File: src/rtl/fp_exec_ctrl.sv
// Execute-stage sequencer for single-precision FP R-type ops.
// Accepts one op at a time, fires a one-cycle start pulse at the FPU,
// holds the pipeline for the op's fixed latency, then raises a one-cycle
// writeback strobe carrying the destination register.
module fp_exec_ctrl #(
  parameter int ADD_LAT = 3,
  parameter int MUL_LAT = 4,
  parameter int DIV_LAT = 16,
  parameter int RD_W    = 5
) (
  input  logic            clk,
  input  logic            reset,
  input  logic            fp_valid,
  input  logic [4:0]      funct5,
  input  logic [RD_W-1:0] rd,
  input  logic            flush,
  output logic            stall,
  output logic            fpu_start,
  output logic [1:0]      fpu_op,
  output logic            busy,
  output logic            wb_valid,
  output logic [RD_W-1:0] wb_rd,
  output logic            illegal
);

  localparam int CNT_W = $clog2(DIV_LAT);

  typedef enum logic [1:0] {
    IDLE = 2'b00,
    EXEC = 2'b01,
    WB   = 2'b10
  } state_t;

  state_t           state;
  logic [CNT_W-1:0] cnt;
  logic             legalOp;
  logic             accept;
  logic [1:0]       opCode;
  logic [CNT_W-1:0] loadVal;

  // Only funct5 00000..00011 map onto the FPU; the low two bits are the op code.
  assign legalOp = (funct5[4:2] == 3'b000);
  assign opCode  = funct5[1:0];
  assign accept  = (state == IDLE) & fp_valid & legalOp & !flush;

  // The counter is preloaded with LAT-2 so that EXEC lasts LAT-1 cycles and
  // the writeback lands exactly LAT cycles after the accept cycle.
  always_comb begin
    loadVal = CNT_W'(ADD_LAT - 2);
    case (opCode)
      2'b10:   loadVal = CNT_W'(MUL_LAT - 2);
      2'b11:   loadVal = CNT_W'(DIV_LAT - 2);
      default: loadVal = CNT_W'(ADD_LAT - 2);
    endcase
  end

  // Stall covers the accept cycle and the whole EXEC phase; it is released in
  // WB so the held instruction advances and is never accepted a second time.
  assign stall    = accept | (state == EXEC);
  assign wb_valid = (state == WB) & !flush;

  // Sequencer: state, latency counter and all registered outputs.
  always_ff @(posedge clk) begin
    if (reset) begin
      state     <= IDLE;
      cnt       <= '0;
      fpu_start <= 1'b0;
      fpu_op    <= 2'b00;
      busy      <= 1'b0;
      wb_rd     <= '0;
      illegal   <= 1'b0;
    end else begin
      fpu_start <= 1'b0;
      illegal   <= 1'b0;
      case (state)
        IDLE: begin
          if (accept) begin
            state     <= EXEC;
            cnt       <= loadVal;
            fpu_start <= 1'b1;
            fpu_op    <= opCode;
            wb_rd     <= rd;
            busy      <= 1'b1;
          end else if (fp_valid && !flush && !legalOp) begin
            illegal <= 1'b1;
          end
        end
        EXEC: begin
          // A redirect abandons the op; an issued start is not recalled and
          // the FPU result is simply never written back.
          if (flush) begin
            state <= IDLE;
            busy  <= 1'b0;
          end else if (cnt == '0) begin
            state <= WB;
          end else begin
            cnt <= cnt - 1'b1;
          end
        end
        WB: begin
          state <= IDLE;
          busy  <= 1'b0;
        end
        default: begin
          state <= IDLE;
          busy  <= 1'b0;
        end
      endcase
    end
  end

endmodule

File: config.mk
export PLATFORM = sky130hd
export DESIGN_NAME = fp_exec_ctrl
export DESIGN_NICKNAME = d
export VERILOG_FILES = /design/src/rtl/fp_exec_ctrl.sv
export SDC_FILE = /design/constraint.sdc
export NUM_CORES = 1
export LEC_CHECK = 0
export CAP_MARGIN = 20
export CORE_ASPECT_RATIO = 1.1
export CORE_UTILIZATION = 30
export CTS_CLUSTER_SIZE = 12
export DETAILED_ROUTE_END_ITERATION = 8
export DONT_BUFFER_PORTS = 1
export PLACE_DENSITY = 0.4
export SETUP_SLACK_MARGIN = 0.3
export SYNTH_ARGS = -nofsm -noshare
export SYNTH_HDL_FRONTEND = slang
export SYNTH_SLANG_ARGS = --single-unit
File: constraint.sdc
create_clock -name clk -period 2.7 [get_ports clk]
set_input_delay 0.54 -clock clk [delete_from_list [all_inputs] [get_ports clk]]
set_output_delay 0.54 -clock clk [all_outputs]
set_load 0.1 [all_outputs]
Word-level counts from Yosys, hierarchy flattened
Cells that the tools add are included.
- input bits: 14
- RAM bits: 0
- memories: 0
- register bits after elaboration: 16
- bits in latches: 0
- bits in read-only memories: 0
- add/sub/neg operators: 1
- shift-type cells: 0
- multiply operators: 0
- divide/modulo/power cells: 0
- reductions and logical operators: 14
- order comparisons: 0
- eq/ne operators: 9
- multiplexer cells: 14
- bitwise operators: 6
- operators with widths (operator ; count):
    4-bit case mux with 2 select lines ; 2
    4-bit 2-to-1 mux ; 3
    2-bit inequality test (second input constant) ; 4
    2-bit equality test (second input constant) ; 3
    2-bit 2-to-1 mux ; 3
    2-bit AND reduction ; 3
    1-bit AND ; 4
    4-bit zero test ; 1
    1-bit 2-to-1 mux ; 4
    2-bit case mux with 2 select lines ; 1
    4-bit AND reduction ; 1
    4-bit by 1-bit subtractor with 4-bit output (second input constant) ; 1
    3-bit zero test ; 1
    3-bit by 2-bit inequality test with 1-bit output (second input constant) ; 1
    3-bit OR reduction ; 1
    2-bit by 1-bit equality test with 1-bit output (second input constant) ; 1
    1-bit logical AND ; 2
    1-bit zero test ; 2
    2-bit zero test ; 1
    1-bit case mux with 2 select lines ; 1
    2-bit nonzero test ; 1
    2-bit OR reduction ; 1
    1-bit NOT ; 1
    1-bit OR ; 1

Depth between registers and ports, before layout
- word-level depth: 6
- gate-level depth with buffers: 6
- mapped depth without buffers: 6

Least setup slack after synthesis
Ideal clock, no wire load.
- path type: input -> output
- from: input port flush
- to: output port wb_valid
- stages: 1
- data arrival time: 2.728 ns
- slack: -0.568 ns
- cells stage by stage: nor3b_1
- longest elaborated chain between the ends: 2
- ends and longest elaborated chain (element ; line ; RTL):
    start: declaration ; 16 ; input logic flush,
    1-bit zero test ; 60 ; assign wb_valid = (state == WB) & !flush;
    1-bit AND ; 60 ;
    end: declaration ; 21 ; output logic wb_valid,
No other way between the ends.

Worst setup path in the final report
- from: register state[0]
- to: output port stall
- longest elaborated chain between the ends: 5
- ends and longest elaborated chain (element ; line ; RTL):
    start: declaration ; 34 ; state_t state;
    start signal: assignment ; 65 ; state <= IDLE;
    start signal: assignment ; 78 ; state <= EXEC;
    start signal: assignment ; 92 ; state <= IDLE;
    2-bit zero test ; 44 ; assign accept = (state == IDLE) & fp_valid & legalOp & !flush;
    1-bit AND (3 in series) ; 44 ;
    1-bit OR (*) ; 59 ; assign stall = accept | (state == EXEC);
    end: declaration ; 17 ; output logic stall,
Every way passes the cells marked *; elsewhere a longest branch is shown, timed or not.

==> metrics.md <==
| Metric | Value |
|---|---|
| Delay of the slowest cell on the worst path | `0.43 ns` |
| Critical path type | `flip-flop to output pin` |
| Period utilization | `0.791` |
| R2R setup slack | `~0.99 ns` |
| Max-cap violations | `0` |
| DRC marker count from the first detailed-route iteration | `13` |
| CP max stage cell | `nand2_2` |
| Cell Chain, Critical Path | `and2b_1 > nand3_2 > nand2_2` |
| Slew Limit Fails | `0` |
| WL/cell | `between 10 and 15 um` |
| RR Startpoint | `cnt[0]` |
| Hold crit path type | `input pin to flip-flop` |
| Htree depth | `1` |
| Period minus WS final | `roughly 2.1 ns` |
| RSZ-0062 raised after global routing | `false` |
| Die ar. | `~2600 um2` |
| Most frequent cells in the layout | `dfxtp_1 (16), nor2_1 (12), mux2i_1 (8)` |
| Worst Hold Depth | `1` |
| CTS max path bufs | `2` |
| P_leak | `0.379 nW` |
| Routed WL | `between 1000 and 1500 um` |
| Power Dens Cells | `527 nW/um2` |
| TritonCTS clock tree | `yes` |
| Row cnt | `18` |
| Post-Route Setup TNS | `0 ns` |
| # fillers | `roughly 260` |
| Crit Path Max Fanout | `8` |
| Global Route Usage Sum | `0.116` |
| Antenna viol nets, final | `0` |
| Hold wc startpoint | `reset` |
| Worst-path clk slew | `~0.10 ns` |
| Clk_lat worst skew | `between 0.2 and 0.3 ns` |
| Worst r2r dst | `cnt[0]` |
| Post-layout util | `0.375` |
| Final non-filler cell total | `between 100 and 150` |
| Max_slew headroom | `0.359` |
| Vias in the first global route | `approximately 460` |
| CP Capture Type | `output pin` |
| Library cells used by synthesis | `29` |
| Die Y | `between 50 and 60 um` |
| Clk sink count | `16` |
| Syn nets | `92` |
| Resized cells post-CTS | `0` |
| Final GP Congestion | `between 0.7 and 0.8` |
| Most common cell after layout, fill and taps aside | `dfxtp_1` |
| Via density | `4.78` |
| Tot Pwr | `~450 uW` |
| Fin. Hold Viols | `0` |
| Slew @ Worst Pin | `approximately 0.96 ns` |
| Core Box Area | `around 2300 um2` |
| Worst VDD drop | `roughly 220 uV` |
| Sequential-to-total area share from yosys stat | `0.438` |
| Drt pass-1 iters | `4` |
| CTS Hold Bufs | `0` |
| Yosys warning count | `0` |
| Port bufs | `0` |
| I/O pin total | `26` |
| Layout Skew | `about 0.0011 ns` |
| Endpoints failing setup | `0` |
| Hold EP | `cnt[1]` |
| Total CTS buffers | `3` |
| Gr ovfl total | `0` |
| Post-CTS Setup Bufs | `0` |
| Critical Path Source Type | `flip-flop` |
| Synthesis-to-finish area growth | `16.6%` |
| Die W | `just under 50 um` |
| Status | `finished, final reports clean` |
| First-pass GRT wire length | `2170 um` |
| Diodes inserted | `0` |
| Flops & latches, synth | `16` |
| WP data required | `between 2 and 2.5 ns` |
| Maximum clock rate | `468 MHz` |
| Root buf cell | `clkbuf_4` |
| Placement Setup Slack | `roughly 0.66 ns` |
| Final layout net count | `about 100` |
| DRC | `0` |
| Share of layout cells above drive strength 1 | `0.188` |
| Initial Util | `0.322` |
| Avg Cell Area, Syn | `~9.5 um2` |
| Mapped cell area | `732 um2` |
| Gate count of the mapped netlist | `slightly below 80` |
| CP Data Arrival Time | `approximately 1.6 ns` |
| Fin worst setup slack | `around 0.56 ns` |
| DP Cell Count | `approximately 110` |
| Placed wire-length estimate | `between 1000 and 1500 um` |
| Via Count | `550` |
| Initial antenna violation count | `0` |
| Largest net degree at the start of global routing | `17` |
| Reg2reg path depth | `6` |
## state kept, by name, indices dropped and copies added (netlist names)
name and cells:
busy 1, cnt 4, fpu_op 2, fpu_start 1, illegal 1, state 2, wb_rd 5
## through the flow
step / hold WS, ns / cell area (um2)
final: 0.307 / 853
after global routing: 0.279 / 853
after CTS: 0.296 / 853
after detailed placement: 0.460 / 817
after global placement: 0.451 / 817
after floorplan: 0.441 / 739
## power breakdown
part	switching, mW	total, mW	internal [mW]
Combinational	0.0200	0.0318	0.0118
Clock	0.0789	0.161	0.0820
Sequential	0.0172	0.257	0.239
Total	0.116	0.449	0.333
## cell usage after synthesis, drive strengths merged
master / count / area, um2
nand3b: 1 / 7.51
or3: 2 / 12.5
o21ai: 2 / 10.0
nor3: 3 / 20.0
a21oi: 5 / 25.0
o32ai: 1 / 8.76
dfxtp: 16 / 320
inv: 5 / 18.8
mux2i: 8 / 80.1
nand2: 3 / 11.3
ha: 1 / 12.5
nand2b: 2 / 12.5
o22ai: 1 / 6.26
and3: 2 / 12.5
a211o: 1 / 8.76
or3b: 1 / 11.3
a32oi: 1 / 27.5
nor3b: 3 / 33.8
and2b: 1 / 7.51
o21bai: 1 / 7.51
nor2b: 1 / 6.26
nor2: 12 / 45.0
clkbuf: 1 / 3.75
a31oi: 1 / 6.26
and2: 1 / 6.26
nand3: 1 / 10.0
## area by class of cell
class                           count  area, um2  area share
Clock buffer                        4       36.3      0.0425
Inverter                            5       18.8      0.0220
Multi-Input combinational cell     55        403       0.472
Sequential cell                    16        320       0.375
Tap cell                           30       37.5      0.0440
Timing Repair Buffer                5       37.5      0.0440
## layer usage
metal  GRT usage  share of wire  vias up
met3      0.0311          0.053        2
met5           0              0        -
met4      0.0882         0.0084        0
li1            -              -      286
met2       0.164           0.44       18
met1       0.149           0.50      244
## worst max-delay path, delay by kind of cell, from the launching register on
family | cells | cell delay, ns
flops | 1 | 0.42
simple gates | 3 | 0.89
## worst max-delay path by stage
stage	end	cells after the start	slack, ns	start
6_report	stall	3	0.56	state[0]
2_1_floorplan	wb_valid	1	0.42	flush
3_3_place_gp	stall	3	0.67	funct5[3]
4_1_cts	stall	3	0.53	state[0]
5_1_grt	stall	3	0.48	state[0]
3_5_place_dp	stall	3	0.66	funct5[3]
## cell families (layout without fill, tap and decap cells)
family                   Yosys count  count (layout)  share of synthesized area
AND/OR/NAND/NOR                   33              33                      0.268
flip-flops                        16              16                      0.438
AO/OA/AOI/OAI                     13              13                      0.137
multiplexers                       8               8                      0.109
buffers and inverters              6              14                     0.0308
adder cells (fa/ha/maj)            1               1                     0.0171
(Power assumes the default switching activity.)
